File: config.mk
export PLATFORM = sky130hd
export DESIGN_NAME = alu_md_sequencer
export DESIGN_NICKNAME = d
export VERILOG_FILES = /design/src/rtl/alu_md_sequencer.sv
export SDC_FILE = /design/constraint.sdc
export NUM_CORES = 1
export LEC_CHECK = 0
export CAP_MARGIN = 0
export CORE_MARGIN = 1.5
export CORE_UTILIZATION = 52
export CTS_CLUSTER_DIAMETER = 40
export DETAILED_ROUTE_END_ITERATION = 10
export DONT_BUFFER_PORTS = 1
export GPL_TIMING_DRIVEN = 0
export PLACE_DENSITY_LB_ADDON = 0.2
export RECOVER_POWER = 50
export SLEW_MARGIN = 20
export SYNTH_ARGS = -nofsm -noshare
export SYNTH_HDL_FRONTEND = slang
export SYNTH_SLANG_ARGS = --single-unit
File: constraint.sdc
create_clock -name clk -period 4 [get_ports clk]
set_clock_uncertainty 0.05 [all_clocks]
set_input_delay 0.8 -clock clk [delete_from_list [all_inputs] [get_ports clk]]
set_output_delay 0.8 -clock clk [all_outputs]
set_load 0.005 [all_outputs]
File: src/rtl/alu_md_sequencer.sv
// alu_md_sequencer: multi-cycle unsigned multiply/divide sequencer.
// Each iteration borrows the execute-stage ALU: ADD for shift-add multiply,
// SUB for restoring divide. Optional build macro: MDSEQ_EARLY_EXIT_EN
// (multiply finishes as soon as the remaining multiplier becomes zero).
module alu_md_sequencer #(
    parameter int WIDTH = 32
) (
    input  logic             clk,
    input  logic             rst,
    input  logic             start,
    input  logic             func,
    input  logic [WIDTH-1:0] src_a,
    input  logic [WIDTH-1:0] src_b,
    output logic             busy,
    output logic             done,
    output logic [WIDTH-1:0] result_lo,
    output logic [WIDTH-1:0] result_hi,
    output logic [WIDTH-1:0] alu_a,
    output logic [WIDTH-1:0] alu_b,
    output logic [1:0]       alu_op,
    input  logic [WIDTH-1:0] alu_out
);

    localparam int CW = $clog2(WIDTH) + 1;
    localparam logic [1:0] OP_ADD = 2'b00;
    localparam logic [1:0] OP_SUB = 2'b01;

    typedef enum logic [1:0] {
        S_IDLE = 2'b00,
        S_RUN  = 2'b01,
        S_DONE = 2'b10
    } state_t;

    state_t          state_q;
    logic            func_q;      // 0 = MUL, 1 = DIV
    logic [WIDTH-1:0] acc_q;      // MUL accumulator / DIV partial remainder
    logic [WIDTH-1:0] mcand_q;    // MUL shifting multiplicand / DIV divisor
    logic [WIDTH-1:0] mplier_q;   // MUL shifting multiplier / DIV quotient-dividend shifter
    logic [CW-1:0]    cnt_q;
    logic             busy_q;
    logic             done_q;
    logic [WIDTH-1:0] res_lo_q;
    logic [WIDTH-1:0] res_hi_q;

    logic [WIDTH-1:0] rs;
    logic             ge;
    logic [WIDTH-1:0] acc_mul_d;
    logic [WIDTH-1:0] rem_div_d;
    logic [WIDTH-1:0] quo_div_d;
    logic             last_iter;
    logic             mul_last;

    assign busy      = busy_q;
    assign done      = done_q;
    assign result_lo = res_lo_q;
    assign result_hi = res_hi_q;

    // ALU drive and per-iteration next values, all from registered state
    always_comb begin
        alu_a     = '0;
        alu_b     = '0;
        alu_op    = OP_ADD;
        rs        = {acc_q[WIDTH-2:0], mplier_q[WIDTH-1]};
        // The shifted-out remainder MSB makes this a WIDTH+1 bit compare
        ge        = ({acc_q[WIDTH-1], rs} >= {1'b0, mcand_q});
        acc_mul_d = mplier_q[0] ? alu_out : acc_q;
        rem_div_d = ge ? alu_out : rs;
        quo_div_d = {mplier_q[WIDTH-2:0], ge};
        last_iter = (cnt_q == CW'(WIDTH - 1));
`ifdef MDSEQ_EARLY_EXIT_EN
        mul_last  = last_iter || (mplier_q[WIDTH-1:1] == '0);
`else
        mul_last  = last_iter;
`endif
        if (state_q == S_RUN) begin
            if (!func_q) begin
                alu_a  = acc_q;
                alu_b  = mcand_q;
                alu_op = OP_ADD;
            end else begin
                alu_a  = rs;
                alu_b  = mcand_q;
                alu_op = OP_SUB;
            end
        end
    end

    // Sequencer FSM with registered handshake and result outputs
    always_ff @(posedge clk) begin
        if (rst) begin
            state_q  <= S_IDLE;
            func_q   <= 1'b0;
            acc_q    <= '0;
            mcand_q  <= '0;
            mplier_q <= '0;
            cnt_q    <= '0;
            busy_q   <= 1'b0;
            done_q   <= 1'b0;
            res_lo_q <= '0;
            res_hi_q <= '0;
        end else begin
            case (state_q)
                S_IDLE: begin
                    done_q <= 1'b0;
                    if (start) begin
                        func_q   <= func;
                        acc_q    <= '0;
                        mcand_q  <= src_b;
                        mplier_q <= src_a;
                        cnt_q    <= '0;
                        if (!func) begin
                            // MUL: multiplier is src_b, multiplicand is src_a
                            mcand_q  <= src_a;
                            mplier_q <= src_b;
                        end
                        if (func && (src_b == '0)) begin
                            state_q  <= S_DONE;
                            done_q   <= 1'b1;
                            res_lo_q <= '1;
                            res_hi_q <= src_a;
                        end else begin
                            state_q <= S_RUN;
                            busy_q  <= 1'b1;
                        end
                    end
                end
                S_RUN: begin
                    cnt_q <= cnt_q + CW'(1);
                    if (!func_q) begin
                        acc_q    <= acc_mul_d;
                        mcand_q  <= {mcand_q[WIDTH-2:0], 1'b0};
                        mplier_q <= {1'b0, mplier_q[WIDTH-1:1]};
                        if (mul_last) begin
                            state_q  <= S_DONE;
                            busy_q   <= 1'b0;
                            done_q   <= 1'b1;
                            res_lo_q <= acc_mul_d;
                            res_hi_q <= '0;
                        end
                    end else begin
                        acc_q    <= rem_div_d;
                        mplier_q <= quo_div_d;
                        if (last_iter) begin
                            state_q  <= S_DONE;
                            busy_q   <= 1'b0;
                            done_q   <= 1'b1;
                            res_lo_q <= quo_div_d;
                            res_hi_q <= rem_div_d;
                        end
                    end
                end
                S_DONE: begin
                    done_q  <= 1'b0;
                    state_q <= S_IDLE;
                end
                default: begin
                    state_q <= S_IDLE;
                    busy_q  <= 1'b0;
                    done_q  <= 1'b0;
                end
            endcase
        end
    end

endmodule

==> flow_summary.json, run 1 <==
{
  "drt_first_pass_iters": 6,
  "diodes": 0,
  "post-cts-setup-buffers": 0,
  "portBuffers": 0,
  "fin_crit_sh_pct": 99.2,
  "nets": 1673,
  "layout_commonest_cell": "nor2_1",
  "power_density_mw_per_mm2": 461,
  "cpPeakStageDelay_ns": 0.71,
  "p_int_mw": 3.45,
  "place_congestion": 0.994,
  "hold_path_class": "flip-flop to flip-flop",
  "grt_first_pass_wirelength_mm": 74.6,
  "gr-usage-all-layers_pct": 41.8,
  "synth_seq_cells": 171,
  "critPathSlowestCell": "nor3_1",
  "fillCellCount": 2161,
  "ios": 232,
  "status": "completed",
  "core-area_mm2": 0.0228,
  "utilization_pct": 57.2,
  "cp-start-kind": "input pin",
  "synth_edf_count": 0,
  "grt_max_degree": 19,
  "switching_share_pct": 42.6,
  "wirelength_mm": 51.6,
  "hold_viol": 0,
  "die_w_um": 156,
  "ys_async_sr_fraction_pct": 0,
  "antenna_left": 0,
  "cts.hold.buffers_added": 0,
  "cp_top_family": "buffers and inverters",
  "die_area_mm2": 0.0242,
  "rsz0062_at_grt": "no",
  "hpwlAfterDp_mm": 40.4,
  "dieHeight_um": 156,
  "tns_ns": 0,
  "grt_overflow": 0,
  "cts_tree": "built",
  "leakagePower_nw": 4.74,
  "vias_per_cell": 6.81,
  "critPathKind": "input pin to flip-flop",
  "clkTransAtPathRegs_ns": 0.08,
  "numCtsBuffers": 17,
  "path_buf_inv": 3,
  "yosysUniqueCellTypes": 62,
  "root_buffer": "clkbuf_16",
  "slew_viol_final": 0,
  "cts_max_level": 4,
  "cp.required_ns": 4.32,
  "netSwitchingPower_mw": 2.56,
  "worst_pin_slew_ns": 1.10,
  "clkLatencyLatePin_ns": 0.45,
  "maxCapViolCount": 0,
  "grt_pass1_vias": 11400,
  "numClockSinks": 171,
  "start_util_pct": 53.2,
  "vias": 12700,
  "syn_nets": 1654,
  "period_needed_ns": 3.97,
  "arrival_ns": 4.29,
  "critPathCaptureType": "flip-flop",
  "drc": 0,
  "pwr-share-comb_pct": 36.6,
  "max_freq_ghz": 0.252,
  "crit_fanout": 10,
  "path_cells": "nor4_1 > nand4_1 > nor3_1 > o311a_1 > clkbuf_1 > clkbuf_1 > buf_2 > o21ai_0 > o211ai_1",
  "syn_area_per_cell_um2": 7.96,
  "antenna_found_initial": 1,
  "ir_worst_vdd_mv": 0.326,
  "p_clk_share_pct": 28.0,
  "synth-seq-area-share_pct": 28.3,
  "post_cts_resize_count": 0,
  "rows": 55,
  "area_delta_synth_final_pct": 7.61,
  "drtIter0Drc": 1575,
  "whs_ns": 0.440,
  "post_drt_wl_per_cell_um": 27.6,
  "synth_warnings": 0,
  "final_cell_mix": "nor2_1 (265), dfxtp_1 (171), a21oi_1 (162)",
  "synth.cell_area_mm2": 0.0121,
  "synthFlopType": "dfxtp_1",
  "drive_gt1_share_pct": 9.27,
  "synth_cells": 1521,
  "setup_viol": 0,
  "cpMostUsedCell": "clkbuf_1",
  "relSlewSlack_pct": 26.5,
  "cts_buffer_depth": 2,
  "pwr-share-seq_pct": 35.5
}
[synthesized netlist by cell type (14+ instances only)]
cell type  instances  area, um2
buf_2             18       90.1
nor2b_1           32        200
nand2b_1          21        131
nand3_1           14       70.1
a211oi_1          94        706
clkbuf_1          97        364
o211ai_1          19        143
mux2i_1          125       1250
mux2_2            34        383
nand2_1          102        383
o211a_1           20        200
nor4b_1           19        166
ha_1              33        413
or4_1             25        188
nor2_1           265        995
o311a_1           26        260
inv_1             34        128
nor3_1            19       95.1
dfxtp_1          171       3420
a21oi_1          162        811
o31a_1            19        166
a311oi_2          31        465
[stage by stage]
step | cells | setup slack [ns] | power, mW | area (um2)
floorplan | 1521 | 1.47 | 3.61 | 12100
finish | 1866 | 0.0312 | 6.01 | 13000
global route | 1866 | 0.0582 | 6.24 | 13000
CTS | 1866 | 0.0608 | 5.94 | 13100
global placement | 1834 | 0.475 | 4.26 | 12500
detailed placement | 1834 | 0.487 | 4.29 | 12500
[worst register-to-register path, delay by kind of cell (launching register included)]
family                 cells  cell delay [ns]
buffers and inverters      4             1.84
AO/OA/AOI/OAI              3             0.53
flip-flops                 1             0.31
AND/OR/NAND/NOR            2             0.81
[power groups by stage]
stage	Combinational (mW)	Clock [mW]	Sequential, mW
3_5_place_dp	2.13	0	2.16
2_1_floorplan	1.53	0	2.07
4_1_cts	2.14	1.68	2.12
6_report	2.20	1.68	2.13
3_3_place_gp	2.10	0	2.15
5_1_grt	2.34	1.75	2.15
[flip-flops by register name (all words and copies together) (netlist names)]
register,cells
acc_q,32
mcand_q,32
mplier_q,32
result_hi,32
result_lo,32
cnt_q,6
state_q,2
busy,1
done,1
func_q,1
[routing by layer]
layer | share of wire [%] | track usage, % | vias up
met4 | 6.0 | 22.0 | 0
li1 | - | - | 5601
met3 | 11 | 10.3 | 177
met2 | 43 | 64.1 | 844
met1 | 40 | 54.1 | 6080
met5 | 0 | 0.621 | -
[cells by family (layout without fill, tap and decap cells)]
group	Yosys count	after routing	share of synthesized area [%]
muxes	159	159	13.5
buffers and inverters	186	218	7.16
xor gates and xnor gates	3	3	0.217
AOI/OAI and AO/OA	425	425	26.3
and+or+nand+nor	543	543	21.1
other	1	1	0.0310
adders and majority gates	33	33	3.41
DFF	171	171	28.3
[final timing paths]
kind / to / cells past startpoint / slack, ns / start
setup / recovery: result_hi[18] / 9 / 0.03 / src_b[14]
hold / removal: busy / 2 / 0.44 / busy
setup reg to reg: result_hi[18] / 9 / 0.39 / state_q[0]
hold reg to reg: busy / 2 / 0.44 / busy
[layout make-up]
cell class	instances	area [um2]	share of cell area (%)
Buffer	152	709	5.44
Clock buffer	17	425	3.26
Clock inverter	15	149	1.14
Inverter	34	128	0.979
Multi-Input combinational cell	1164	7810	59.9
Sequential cell	171	3420	26.3
Tap cell	313	392	3.00
Note: power is estimated with default switching activity, not from simulation.
==> run 2: changes to the inputs <==
SLEW_MARGIN = 10   (was 20)
==> results of run 2 <==
Same layout as run 1: the final DEF is identical, and so are final timing and power.
